`config.mk`:
```
export PLATFORM = sky130hd
export DESIGN_NAME = rgb2raw
export DESIGN_NICKNAME = d
export VERILOG_FILES = /design/src/rtl/rgb2raw.sv
export SDC_FILE = /design/constraint.sdc
export NUM_CORES = 1
export LEC_CHECK = 0
export CORE_ASPECT_RATIO = 2
export CORE_MARGIN = 4
export CORE_UTILIZATION = 30
export DETAILED_ROUTE_END_ITERATION = 8
export PLACE_DENSITY = 0.53
export SYNTH_ARGS = -nofsm -noshare
export SYNTH_HDL_FRONTEND = slang
export SYNTH_SLANG_ARGS = --single-unit
```
`constraint.sdc`:
```
create_clock -name clk -period 2.5 [get_ports clk]
set_input_delay 0.375 -clock clk [delete_from_list [all_inputs] [get_ports clk]]
set_output_delay 0.375 -clock clk [all_outputs]
set_load 0.02 [all_outputs]
```
`src/rtl/rgb2raw.sv`:
```
// rgb2raw: re-mosaics a 24-bit RGB pixel stream into a 16-bit Bayer RAW stream,
// two pixels per word. Even lines pack G/B pairs, odd lines pack R/G pairs.
// Optional build macro RGB2RAW_INVERT_RG_EN: complement R and G bytes before
// packing (B is never inverted); undefined packs bytes unmodified.
module rgb2raw #(
  parameter int unsigned LINE_LENGTH = 640,
  parameter int unsigned RGB_WIDTH   = 24
) (
  input  logic                 clk,
  input  logic                 rst,
  input  logic [RGB_WIDTH-1:0] rgb_in,
  input  logic                 rgb_valid_in,
  input  logic                 frame_start,
  output logic                 rgb_ready,
  output logic [15:0]          data_out,
  output logic                 data_valid,
  input  logic                 data_ready,
  output logic                 line_end,
  output logic                 sync_err
);

  localparam int unsigned WCW = (LINE_LENGTH > 1) ? $clog2(LINE_LENGTH) : 1;
  localparam logic [WCW-1:0] WC_LAST = WCW'(LINE_LENGTH - 1);

  typedef enum logic {
    PH_FIRST  = 1'b0,
    PH_SECOND = 1'b1
  } phase_e;

  phase_e         phase_q, phase_d;
  logic [WCW-1:0] word_cnt_q, word_cnt_d;
  logic           line_odd_q, line_odd_d;
  logic [7:0]     pending_q, pending_d;
  logic [15:0]    data_q, data_d;
  logic           valid_q, valid_d;
  logic           line_end_q, line_end_d;
  logic           sync_err_q, sync_err_d;

  logic           accept;
  phase_e         cur_phase;
  logic [WCW-1:0] cur_wc;
  logic           cur_odd;
  logic [7:0]     r_byte, g_byte, b_byte;

  // Channel bytes as they will be packed into the RAW word
  always_comb begin
`ifdef RGB2RAW_INVERT_RG_EN
    r_byte = ~rgb_in[23:16];
    g_byte = ~rgb_in[15:8];
`else
    r_byte = rgb_in[23:16];
    g_byte = rgb_in[15:8];
`endif
    b_byte = rgb_in[7:0];
  end

  assign rgb_ready  = !rst & (!valid_q | data_ready);
  assign accept     = rgb_valid_in & rgb_ready;
  assign data_out   = data_q;
  assign data_valid = valid_q;
  assign line_end   = line_end_q;
  assign sync_err   = sync_err_q;

  // Next-state: frame_start realigns position before the pixel is processed
  always_comb begin
    phase_d    = phase_q;
    word_cnt_d = word_cnt_q;
    line_odd_d = line_odd_q;
    pending_d  = pending_q;
    data_d     = data_q;
    valid_d    = valid_q;
    line_end_d = line_end_q;
    sync_err_d = sync_err_q;
    cur_phase  = phase_q;
    cur_wc     = word_cnt_q;
    cur_odd    = line_odd_q;

    if (valid_q && data_ready) begin
      valid_d = 1'b0;
    end

    if (accept) begin
      if (frame_start) begin
        if (phase_q != PH_FIRST || word_cnt_q != '0) begin
          sync_err_d = 1'b1;
        end
        cur_phase = PH_FIRST;
        cur_wc    = '0;
        cur_odd   = 1'b0;
      end

      if (cur_phase == PH_FIRST) begin
        pending_d  = cur_odd ? r_byte : g_byte;
        phase_d    = PH_SECOND;
        word_cnt_d = cur_wc;
        line_odd_d = cur_odd;
      end else begin
        // A load in the same cycle as a pop keeps valid high: no bubble
        data_d     = {pending_q, (cur_odd ? g_byte : b_byte)};
        valid_d    = 1'b1;
        line_end_d = (cur_wc == WC_LAST);
        phase_d    = PH_FIRST;
        if (cur_wc == WC_LAST) begin
          word_cnt_d = '0;
          line_odd_d = ~cur_odd;
        end else begin
          word_cnt_d = cur_wc + WCW'(1);
          line_odd_d = cur_odd;
        end
      end
    end
  end

  // State register with asynchronous reset
  always_ff @(posedge clk or posedge rst) begin
    if (rst) begin
      phase_q    <= PH_FIRST;
      word_cnt_q <= '0;
      line_odd_q <= 1'b0;
      pending_q  <= '0;
      data_q     <= '0;
      valid_q    <= 1'b0;
      line_end_q <= 1'b0;
      sync_err_q <= 1'b0;
    end else begin
      phase_q    <= phase_d;
      word_cnt_q <= word_cnt_d;
      line_odd_q <= line_odd_d;
      pending_q  <= pending_d;
      data_q     <= data_d;
      valid_q    <= valid_d;
      line_end_q <= line_end_d;
      sync_err_q <= sync_err_d;
    end
  end

endmodule

```
; ---- Yosys cells after proc, flatten, opt, wreduce, memory -nomap -nowiden
; Index checks and enable logic that the tools add are counted.
[totals]
wordCells = 39
ff_bits = 39
output_inout_bits = 20
[op_classes]
n_reduce_logical = 8
n_bitwise = 5
n_mux = 16
add_sub_neg = 1
n_eq_ne = 1
[ops]
columns = cell, n
row1 = 2-to-1 mux 10 bit, 4
row2 = 2-to-1 mux 8 bit, 2
row3 = adder 10 x 1 -> 10 bit (second input constant), 1
row4 = equality test 10 bit (second input constant), 1
row5 = 2-to-1 mux 1 bit, 10
row6 = nonzero test 10 bit, 1
row7 = AND reduction 2 bit, 2
row8 = AND reduction 3 bit, 1
row9 = bitwise AND 1 bit, 2
row10 = zero test 1 bit, 2
row11 = inverter 1 bit, 2
row12 = logical AND 1 bit, 1
row13 = logical OR 1 bit, 1
row14 = bitwise OR 1 bit, 1

; ---- Logic depth before layout (Yosys ltp)
; Gate-level depths: netlist (run 1).
[depth]
word_depth = 8
ltp_mapped = 7

; ---- Worst setup path before layout (run 1)
; No wires, ideal clock.
[synth_timing]
path_kind = input to register
start = input port frame_start
end = register word_cnt_q[7]
arrival_time_ns = 1.702
setup_slack_ns = 0.729
cell_stages = 7
setup_ns = 0.069
cell_sequence = buf_6 > nor2b_1 > ha_1 > and4bb_1 > and4_4 > or4_1 > nand3_1
[synth_between]
elab_chain_cells = 5
word_cells_on_any_way = 8
cone_classes = 1 x add/sub / 1 x eq/ne / 6 x mux
[synth_lines]
columns = element, line
row1 = from (decl), 13  ; input logic frame_start,
row2 = 2-to-1 mux 10 bit, 83  ; if (frame_start) begin
row3 = 2-to-1 mux 10 bit, 82  ; if (accept) begin
row4 = adder 10 x 1 -> 10 bit or equality test 10 bit (tied branches), "107, 103"
row5 = 2-to-1 mux 10 bit, 103  ; if (cur_wc == WC_LAST) begin
row6 = 2-to-1 mux 10 bit *, 92  ; if (cur_phase == PH_FIRST) begin
row7 = to (signal assigned), 127  ; word_cnt_q <= word_cnt_d;
row8 = to (decl), 31  ; logic [WCW-1:0] word_cnt_q, word_cnt_d;
; Every way passes the cells marked *; elsewhere a longest branch is shown, timed or not. The select of a mux whose other input is x is not followed.
; A chain may end at the register's enable or synchronous reset.

; ---- Final worst setup path (run 1)
[layout_timing]
start = input port data_ready
end = output port rgb_ready
[layout_between]
elab_chain_cells = 2
[layout_lines]
columns = element, line
row1 = from (decl), 17  ; input logic data_ready,
row2 = bitwise OR 1 bit, 57  ; assign rgb_ready = !rst & (!valid_q | data_ready);
row3 = bitwise AND 1 bit, 57
row4 = to (decl), 14  ; output logic rgb_ready,
; No other way between the ends.

==> qor.csv, run 1 <==
stage;metric;value;unit
logic_synthesis;synth_ff_type;dfrtp_1;
critical_path;max_stage_delay;550;ps
logic_synthesis;syn_area_per_cell;10.45;um^2
clock_network;ctsHoldBuffers;0;
grt;grt_pass1_vias;1605;
min_path;hp-start;pending_q[4];
floorplan;start_util;0.3106;
logic_synthesis;netlist.area_leader.share;0.4940;
critical_path;crit_top_cell;clkdlybuf4s50_1;
sta;finalHoldViolCount;0;
sta;timing.final.crit_share;0.8707;
clock_network;cts_tree;done;
logic_synthesis;syn-instance-count;189;
logic_synthesis;yosys_warnings;0;
floorplan;core_area;0.006361;mm^2
logic_synthesis;netlist_top_cells_count;dfrtp_1 (39), nand2_1 (29), o21ai_0 (25);
critical_path;worst_path_max_delay_cell;clkdlybuf4s50_1;
route;dr.first_iter.drc_count;59;
pwr;totalPowerFinal;2087;uW
logic_synthesis;syn_area;0.001976;mm^2
route;route.detailed.wl_per_inst;15.54;um
grt;use_met3;0.02198;
finish;layout-drive-gt1-share;0.1292;
pwr;vdd_drop_max;0.4282;mV
logic_synthesis;synth_area_leader_cell;dfrtp_1;
logic_synthesis;yosysMostFrequentCell;dfrtp_1;
grt;grt_max_degree;40;
sta;layout_setup_ws;323.3;ps
sta;relSlewSlack;0.6397;
route;dr_total_vias;1560;
clock_network;clk_latency;280;ps
critical_path;reg2reg_depth;6;
floorplan;fp.dieW;65.38;um
job;maxCapViolCount;0;
finish;postLayoutCoreUtil;0.4194;
floorplan;io-pin-count;49;
outcome;status;finished, final reports clean;
grt;use_met2;0.2616;
pwr;power_leakage;0.001102;uW
critical_path;cp-end-kind;output pin;
critical_path;reg2reg_to;word_cnt_q[7];
sta;fin_skew;4.518;ps
logic_synthesis;synth-edff-count;0;
critical_path;worstPathMaxFanout;7;
place;post-dp-hpwl;3945;um
critical_path;r2r-start;word_cnt_q[0];
route;firstDrtPassIters;4;
sta;worstMarginPinSlew;540.5;ps
pwr;pwr_density_cell;782.5;mW/mm^2
critical_path;crit_chain;clkdlybuf4s50_1, nor2b_1, nor2_1, clkdlybuf4s50_1;
critical_path;cp_data_arrival_time;1800;ps
critical_path;start_kind;primary input;
finish;area_growth;35.02;%
min_path;min_delay_path_depth;2;
route;drtAntennaViolNets;0;
finish;nets;270;
sta;fmax;459.4;MHz
grt;grt_util_all_layers;0.1347;
logic_synthesis;synth_nets;219;
finish;antenna_cells;0;
grt;gr-usage-met1;0.1360;
route;vias_per_cell;4.785;
place;placed_area;0.002524;mm^2
clock_network;cts_made_buffers;5;
logic_synthesis;ys_types;36;
grt;grt_pass1_wl;8114;um
clock_network;max-clock-path-buffers;2;
clock_network;ctsHtreeMaxLevel;2;
logic_synthesis;synthArstFlopShare;1.000;
critical_path;critPathKind;in -> out;
clock_network;postCtsSetupRepairBufs;0;
logic_synthesis;synthTopCellsByArea;dfrtp_1 (49%), mux2i_1 (9.1%), o21ai_0 (6.3%), nand2_1 (5.5%), mux2_2 (4.6%);
grt;grt_most_used_layer;met2;
sta;setup_viol;0;
sta;rsz0062_at_grt;false;
place;place_ws;300.1;ps
place;io_buffers;48;
sta;finalSetupTns;0;ps
sta;final-max-slew-violation-count;0;
clock_network;cts.root.buffer_cell;clkbuf_16;
critical_path;critPathRequiredTime;2120;ps
clock_network;cts-resized-gates;0;
min_path;min_to;pending_q[4];
grt;grt_antenna_before_repair;0;
clock_network;cts.sinks;39;
route;routed_wl;5067;um
clock_network;clk_pin_slew;60;ps
floorplan;die-area;0.008026;mm^2
place;gp_congestion;0.8612;
floorplan;die_h;122.8;um
critical_path;rrSetupSlack;710;ps
finish;fin_area;0.002668;mm^2
min_path;hp-class;reg -> reg;
route;drc;0;
sta;layout_min_cycle_time;2177;ps
grt;grt-ovfl-total;0;
logic_synthesis;yosysSeqAreaShare;0.4940;
logic_synthesis;synth-seq-cells;39;
floorplan;fp-row-count;41;
==> cells by family after synthesis <==
group | after synthesis | share of synthesized area
multiplexers | 26 | 0.1368
buffers and inverters | 13 | 0.05193
AO/OA/AOI/OAI | 34 | 0.09690
flip-flops | 39 | 0.4940
AND/OR/NAND/NOR | 76 | 0.2141
adder cells (fa/ha/maj) | 1 | 0.006332
==> power by group <==
| group | total [uW] | internal (uW) | switching [uW] |
|---|---|---|---|
| clock network | 629 | 389 | 240 |
| logic | 589 | 308 | 281 |
| registers | 869 | 773 | 95.8 |
==> final cells by class <==
cell class                      count  area [um^2]
Fill cell                         665         3694
Sequential cell                    39        975.9
Multi-Input combinational cell    137        899.6
Timing Repair Buffer               55        533.0
Clock buffer                        6        138.9
Tap cell                           86        107.6
Inverter                            2        7.507
Clock inverter                      1        5.005
==> through the flow <==
step	cells	hold WS (ps)
2_1_floorplan	189	445.6
3_3_place_gp	319	462.9
3_5_place_dp	319	470.7
4_1_cts	326	481.8
5_1_grt	326	505.3
6_report	326	475.9
==> placed cells by master, fill, tap and decap left out, drive strengths merged, types with 2 or more instances in the layout <==
cell type      count
clkdlybuf4s50     48
dfrtp             39
nand2             29
o21ai             27
mux2i             18
mux2               8
nand3              8
buf                7
nand4              6
clkbuf             6
nor2b              5
nor4               4
nor3               4
or3                4
nor2               3
nand2b             2
and2               2
o211ai             2
inv                2
a21oi              2
nand4b             2
and4               2
==> registers in the layout, indices dropped and copies added (netlist names) <==
| signal | cells |
|---|---|
| data_valid | 1 |
| line_end | 1 |
| pending_q | 8 |
| phase_q | 1 |
| sync_err | 1 |
| word_cnt_q | 10 |
| line_odd_q | 1 |
| data_out | 16 |
==> metal layers <==
layer / wire (um) / up-vias
li1: - / 777
met1: 1894 / 733
met2: 2868 / 41
met3: 172 / 9
met4: 131 / 0
met5: 0 / -
==> worst max path at each step <==
stage / start / to / slack [ps] / cells after the start
CTS: data_ready / rgb_ready / 290 / 4
global placement: data_ready / rgb_ready / 310 / 4
detailed placement: data_ready / rgb_ready / 300 / 4
finish: data_ready / rgb_ready / 320 / 4
global route: data_ready / rgb_ready / 190 / 4
floorplan: frame_start / word_cnt_q[7] / 730 / 7
==> worst max-delay path: cells and delay by family <==
kind          cells  cell delay (ps)
buf+inv           2              960
simple gates      2              470
No activity file was read; power rests on OpenSTA's default activity.
==> inputs of run 2 (changes only) <==
- CORE_MARGIN: 4 -> 3
- SLEW_MARGIN: not set -> 30
==> run 2 against run 1 <==
Wire length fell by 1.6%. Clock-buffer cell count fell by 1. Hold slack got worse by 3.3 ps. First-iteration DRC count fell by 22%. Critical path depth did not move. Cell count rose by 0.31%. Sequential power barely moved. Die area fell by 4.6%. Total power rose by 4.5%. Largest cell class unchanged. Largest power group unchanged. Highest routed layer unchanged.
==> qor.csv, run 2 (synthesis gave the netlist of run 1 again) <==
stage;metric;value;unit
outcome;status;finished, final reports clean;
critical_path;cp-end-kind;output pin;
clock_network;clk_latency;280;ps
grt;grt-ovfl-total;0;
grt;grt_antenna_before_repair;0;
critical_path;worstPathMaxFanout;7;
route;routed_wl;4985;um
grt;grt_pass1_wl;7879;um
sta;fmax;451.7;MHz
floorplan;fp.dieW;63.38;um
finish;largest_reg_flops;16;
critical_path;critPathRequiredTime;2120;ps
finish;layout-drive-gt1-share;0.1328;
pwr;pwr_density_cell;810.1;mW/mm^2
clock_network;max-clock-path-buffers;2;
sta;layout_min_cycle_time;2214;ps
finish;final_common_cell;clkdlybuf4s50_1;
route;route.detailed.wl_per_inst;15.24;um
clock_network;cts.root.buffer_cell;clkbuf_16;
sta;relSlewSlack;0.6559;
clock_network;cts_tree;done;
pwr;vdd_drop_max;0.4525;mV
min_path;hp-class;reg -> reg;
clock_network;cts-resized-gates;0;
route;dr.first_iter.drc_count;46;
critical_path;critPathKind;in -> out;
critical_path;crit_chain;clkdlybuf4s50_1, nor2b_1, nor2_1, clkdlybuf4s50_1;
sta;fin_skew;3.076;ps
sta;finalSetupTns;0;ps
finish;layout.cells.non_filler;327;
finish;area_growth;36.29;%
clock_network;cts.sinks;39;
place;dp.cells;319;
floorplan;fp-row-count;41;
sta;final-max-slew-violation-count;0;
grt;grt_pass1_vias;1599;
floorplan;die-area;0.007654;mm^2
floorplan;io-pin-count;49;
sta;layout_setup_ws;286.3;ps
critical_path;crit_top_cell;clkdlybuf4s50_1;
clock_network;ctsHtreeMaxLevel;2;
critical_path;critical_path.top_delay_family;buffers and inverters;
floorplan;die_h;120.8;um
clock_network;ctsHoldBuffers;0;
place;place_ws;271.0;ps
finish;final_cell_mix;clkdlybuf4s50_1 (48), dfrtp_1 (39), nand2_1 (29), o21ai_0 (25), mux2i_1 (18);
job;maxCapViolCount;0;
place;gp_congestion;0.8637;
clock_network;clk_pin_slew;60;ps
floorplan;core_area;0.006361;mm^2
finish;nets;270;
sta;worstMarginPinSlew;516.1;ps
finish;antenna_cells;0;
floorplan;start_util;0.3106;
clock_network;postCtsSetupRepairBufs;0;
grt;grt_max_degree;40;
route;drc;0;
sta;finalHoldViolCount;0;
sta;rsz0062_at_grt;false;
sta;setup_viol;0;
route;vias_per_cell;4.884;
route;drtAntennaViolNets;0;
critical_path;cp_data_arrival_time;1840;ps
route;dr_total_vias;1597;
grt;grt_util_all_layers;0.1368;
critical_path;start_kind;primary input;
sta;timing.final.crit_share;0.8855;
pwr;power_leakage;0.001113;uW
place;post-dp-hpwl;3852;um
critical_path;critPathBufInv;2;
clock_network;cts_made_buffers;5;
critical_path;max_stage_delay;550;ps
place;io_buffers;48;
route;firstDrtPassIters;4;
critical_path;worst_path_max_delay_cell;clkdlybuf4s50_1;
[run 2: changes by cell type in the layout (fill, tap and decap cells not counted)]
| cell | before | now |
|---|---|---|
| clkinv_4 | 0 | 1 |
| clkbuf_8 | 1 | 0 |
| bufinv_16 | 0 | 1 |
[run 2: worst paths after layout]
check / startpoint / to / slack [ps] / cells after the start
max in group asynchronous: rst / data_out[11] / 1560 / 3
min in group asynchronous: rst / word_cnt_q[7] / 590 / 3
setup / recovery: data_ready / rgb_ready / 290 / 4
hold / removal: pending_q[5] / pending_q[5] / 470 / 2
setup reg to reg: word_cnt_q[1] / word_cnt_q[7] / 710 / 6
hold reg to reg: pending_q[5] / pending_q[5] / 470 / 2
[run 2: worst register-to-register path, cell delays in order, from the launching register on]
cell	delay [ps]
dfrtp_1	400
nor2b_1	140
ha_1	210
and4bb_1	240
and4_4	200
or4_1	460
nand3_1	90
[run 2: final cells by class]
cell class | count | area (um^2)
fill | 673 | 3669
sequential | 39 | 975.9
multi-input combinational | 137 | 899.6
timing repair buffer | 55 | 533.0
inverter | 2 | 7.507
tap | 86 | 107.6
clock buffer | 5 | 125.1
clock inverter | 3 | 43.79
[run 2: routing by layer]
layer	wire length, um	track usage	up-vias
met3	191	0.02788	11
li1	-	-	780
met2	2901	0.2639	50
met4	152	0.08525	0
met1	1740	0.1248	756
met5	0	0	-
[run 2: through the flow]
stage / total power (uW) / util / hold WS (ps) / cell area (um^2)
after global placement: 1470 / 0.3967 / 457.4 / 2524
after floorplan: 1164 / - / 445.6 / 1976
after detailed placement: 1481 / 0.3967 / 465.6 / 2524
final: 2181 / 0.4233 / 472.6 / 2693
after CTS: 2225 / 0.4233 / 479.7 / 2693
after global routing: 2296 / 0.4233 / 498.8 / 2693
[run 2: where the power goes]
part           leakage (uW)  internal (uW)  switching, uW
registers          0.000499            773           92.9
logic              0.000530            306            281
clock network     0.0000838            470            258
total               0.00111           1550            632
==> inputs of run 3 (changes only) <==
- CORE_UTILIZATION: 30 -> 53
- PLACE_DENSITY: 0.53 -> 0.85
- clock period: 2.5 -> 2.8 ns (I/O delays scaled with it)
==> run 3 against run 2 <==
Register-to-register slack gained 190 ps. Largest power group unchanged. Clock skew grew 5.0 ps. Critical endpoint unchanged. Highest routed layer unchanged. Combinational power is 9.9% lower. Critical path type unchanged.
==> qor.csv, run 3 (synthesis gave the netlist of run 1 again) <==
stage;metric;value;unit
place;gp_congestion;0.8641;
clock_network;cts.root.buffer_cell;clkbuf_8;
critical_path;cp-end-kind;output pin;
place;io_buffers;48;
critical_path;crit_cells;4;
pwr;vdd_drop_max;0.5630;mV
finish;largest_reg_flops;16;
floorplan;start_util;0.5659;
sta;finalHoldViolCount;0;
route;dr.first_iter.drc_count;56;
sta;final-max-slew-violation-count;0;
finish;area_growth;29.89;%
grt;grt-ovfl-total;0;
grt;grt_pass1_vias;1667;
route;drtAntennaViolNets;0;
route;vias_per_cell;5.605;
grt;grt_pass1_wl;7721;um
place;post-dp-hpwl;3362;um
sta;timing.final.crit_share;0.8131;
route;drc;0;
floorplan;io-pin-count;49;
sta;finalSetupTns;0;ps
pwr;p_int;1226;uW
pwr;power_leakage;0.001072;uW
floorplan;die_h;92.34;um
place;dp.cells;278;
job;maxCapViolCount;0;
critical_path;r2r-start;word_cnt_q[0];
sta;worstMarginPinSlew;506.0;ps
critical_path;reg2reg_to;word_cnt_q[7];
clock_network;ctsHtreeMaxLevel;2;
pwr;p_sw;541.8;uW
sta;fmax;439.3;MHz
outcome;status;finished, final reports clean;
sta;setup_viol;0;
route;dr_total_vias;1603;
finish;multi_input_area;899.6;um^2
critical_path;reg2reg_depth;6;
finish;fin_area;0.002566;mm^2
pwr;pwr_density_cell;688.8;mW/mm^2
route;routed_wl;4502;um
sta;fin_skew;8.030;ps
critical_path;crit_top_cell;clkdlybuf4s50_1;
floorplan;die-area;0.004540;mm^2
floorplan;fp-row-count;30;
critical_path;critPathRequiredTime;2380;ps
place;placed_area;0.002454;mm^2
finish;final_common_cell;clkdlybuf4s50_1;
critical_path;worstPathMaxFanout;7;
grt;grt_max_degree;32;
finish;fillers;250;
pwr;p_clk_frac;0.265;
critical_path;critical_path.top_delay_family;buffers and inverters;
critical_path;cp_data_arrival_time;1860;ps
clock_network;clk_latency;290;ps
sta;rsz0062_at_grt;false;
place;place_ws;335.2;ps
critical_path;critPathBufInv;2;
clock_network;cts-resized-gates;0;
critical_path;start_kind;primary input;
pwr;p_seq_frac;0.435;
grt;grt_antenna_before_repair;0;
finish;nets;267;
pwr;comb_power_share;0.299;
sta;relSlewSlack;0.6626;
min_path;hp-class;in -> async;
sta;layout_min_cycle_time;2277;ps
sta;layout_setup_ws;523.4;ps
clock_network;cts_tree;done;
floorplan;fp.dieW;49.17;um
finish;layout-drive-gt1-share;0.1218;
route;firstDrtPassIters;4;
finish;antenna_cells;0;
critical_path;worst_path_max_delay_cell;clkdlybuf4s50_1;
finish;layout.cells.non_filler;286;
route;route.detailed.wl_per_inst;15.74;um
clock_network;max-clock-path-buffers;2;
clock_network;cts.sinks;39;
grt;grt_util_all_layers;0.2223;
finish;seq_area;975.9;um^2
finish;final_cell_mix;clkdlybuf4s50_1 (48), dfrtp_1 (39), nand2_1 (29), o21ai_0 (25), mux2i_1 (18);
clock_network;ctsHoldBuffers;0;
critical_path;max_stage_delay;550;ps
clock_network;clk_pin_slew;80;ps
clock_network;cts_made_buffers;5;
critical_path;critPathKind;in -> out;
pwr;swShare;0.3066;
critical_path;rrSetupSlack;900;ps
floorplan;core_area;0.003491;mm^2
critical_path;crit_chain;clkdlybuf4s50_1, nor2b_1, nor2_1, clkdlybuf4s50_1;
clock_network;postCtsSetupRepairBufs;0;
run 3: cell count changes in the layout (fill, tap and decap cells not counted):
cell	delta
buf_4	-3
clkbuf_16	-5
clkbuf_8	+5
run 3: worst max path at each step:
stage	from	endpoint	slack [ps]
2_1_floorplan	frame_start	word_cnt_q[7]	980
3_3_place_gp	frame_start	word_cnt_q[7]	380
3_5_place_dp	frame_start	word_cnt_q[7]	340
4_1_cts	data_ready	rgb_ready	510
5_1_grt	data_ready	rgb_ready	430
6_report	data_ready	rgb_ready	520
run 3: power groups by stage:
stage               Combinational [uW]  Sequential, uW  Clock (uW)
floorplan                          166             872           0
global placement                   524             772           0
detailed placement                 532             779           0
CTS                                537             770         475
global route                       573             788         496
finish                             529             770         469
run 3: per-stage QoR:
stage | power [uW] | hold WS [ps] | utilization
after floorplan | 1039 | 445.6 | -
after global placement | 1296 | 456.7 | 0.7029
after detailed placement | 1310 | 466.6 | 0.7029
after CTS | 1781 | 469.3 | 0.7351
after global routing | 1856 | 502.0 | 0.7351
final | 1768 | 461.7 | 0.7351
run 3: per-layer routing:
layer / vias up / track usage / routed length, um / share of wire
met1: 749 / 0.2345 / 1579 / 0.35
met3: 13 / 0.04992 / 290 / 0.064
met2: 69 / 0.4092 / 2535 / 0.56
met5: - / 0 / 0 / 0
met4: 0 / 0.09501 / 97 / 0.022
li1: 772 / - / - / -
run 3: area by class of cell:
type | instances | share of cell area
Sequential cell | 39 | 0.3803
Multi-Input combinational cell | 137 | 0.3506
Timing Repair Buffer | 52 | 0.1989
Clock buffer | 5 | 0.02682
Tap cell | 48 | 0.02340
Clock inverter | 3 | 0.01706
Inverter | 2 | 0.002925
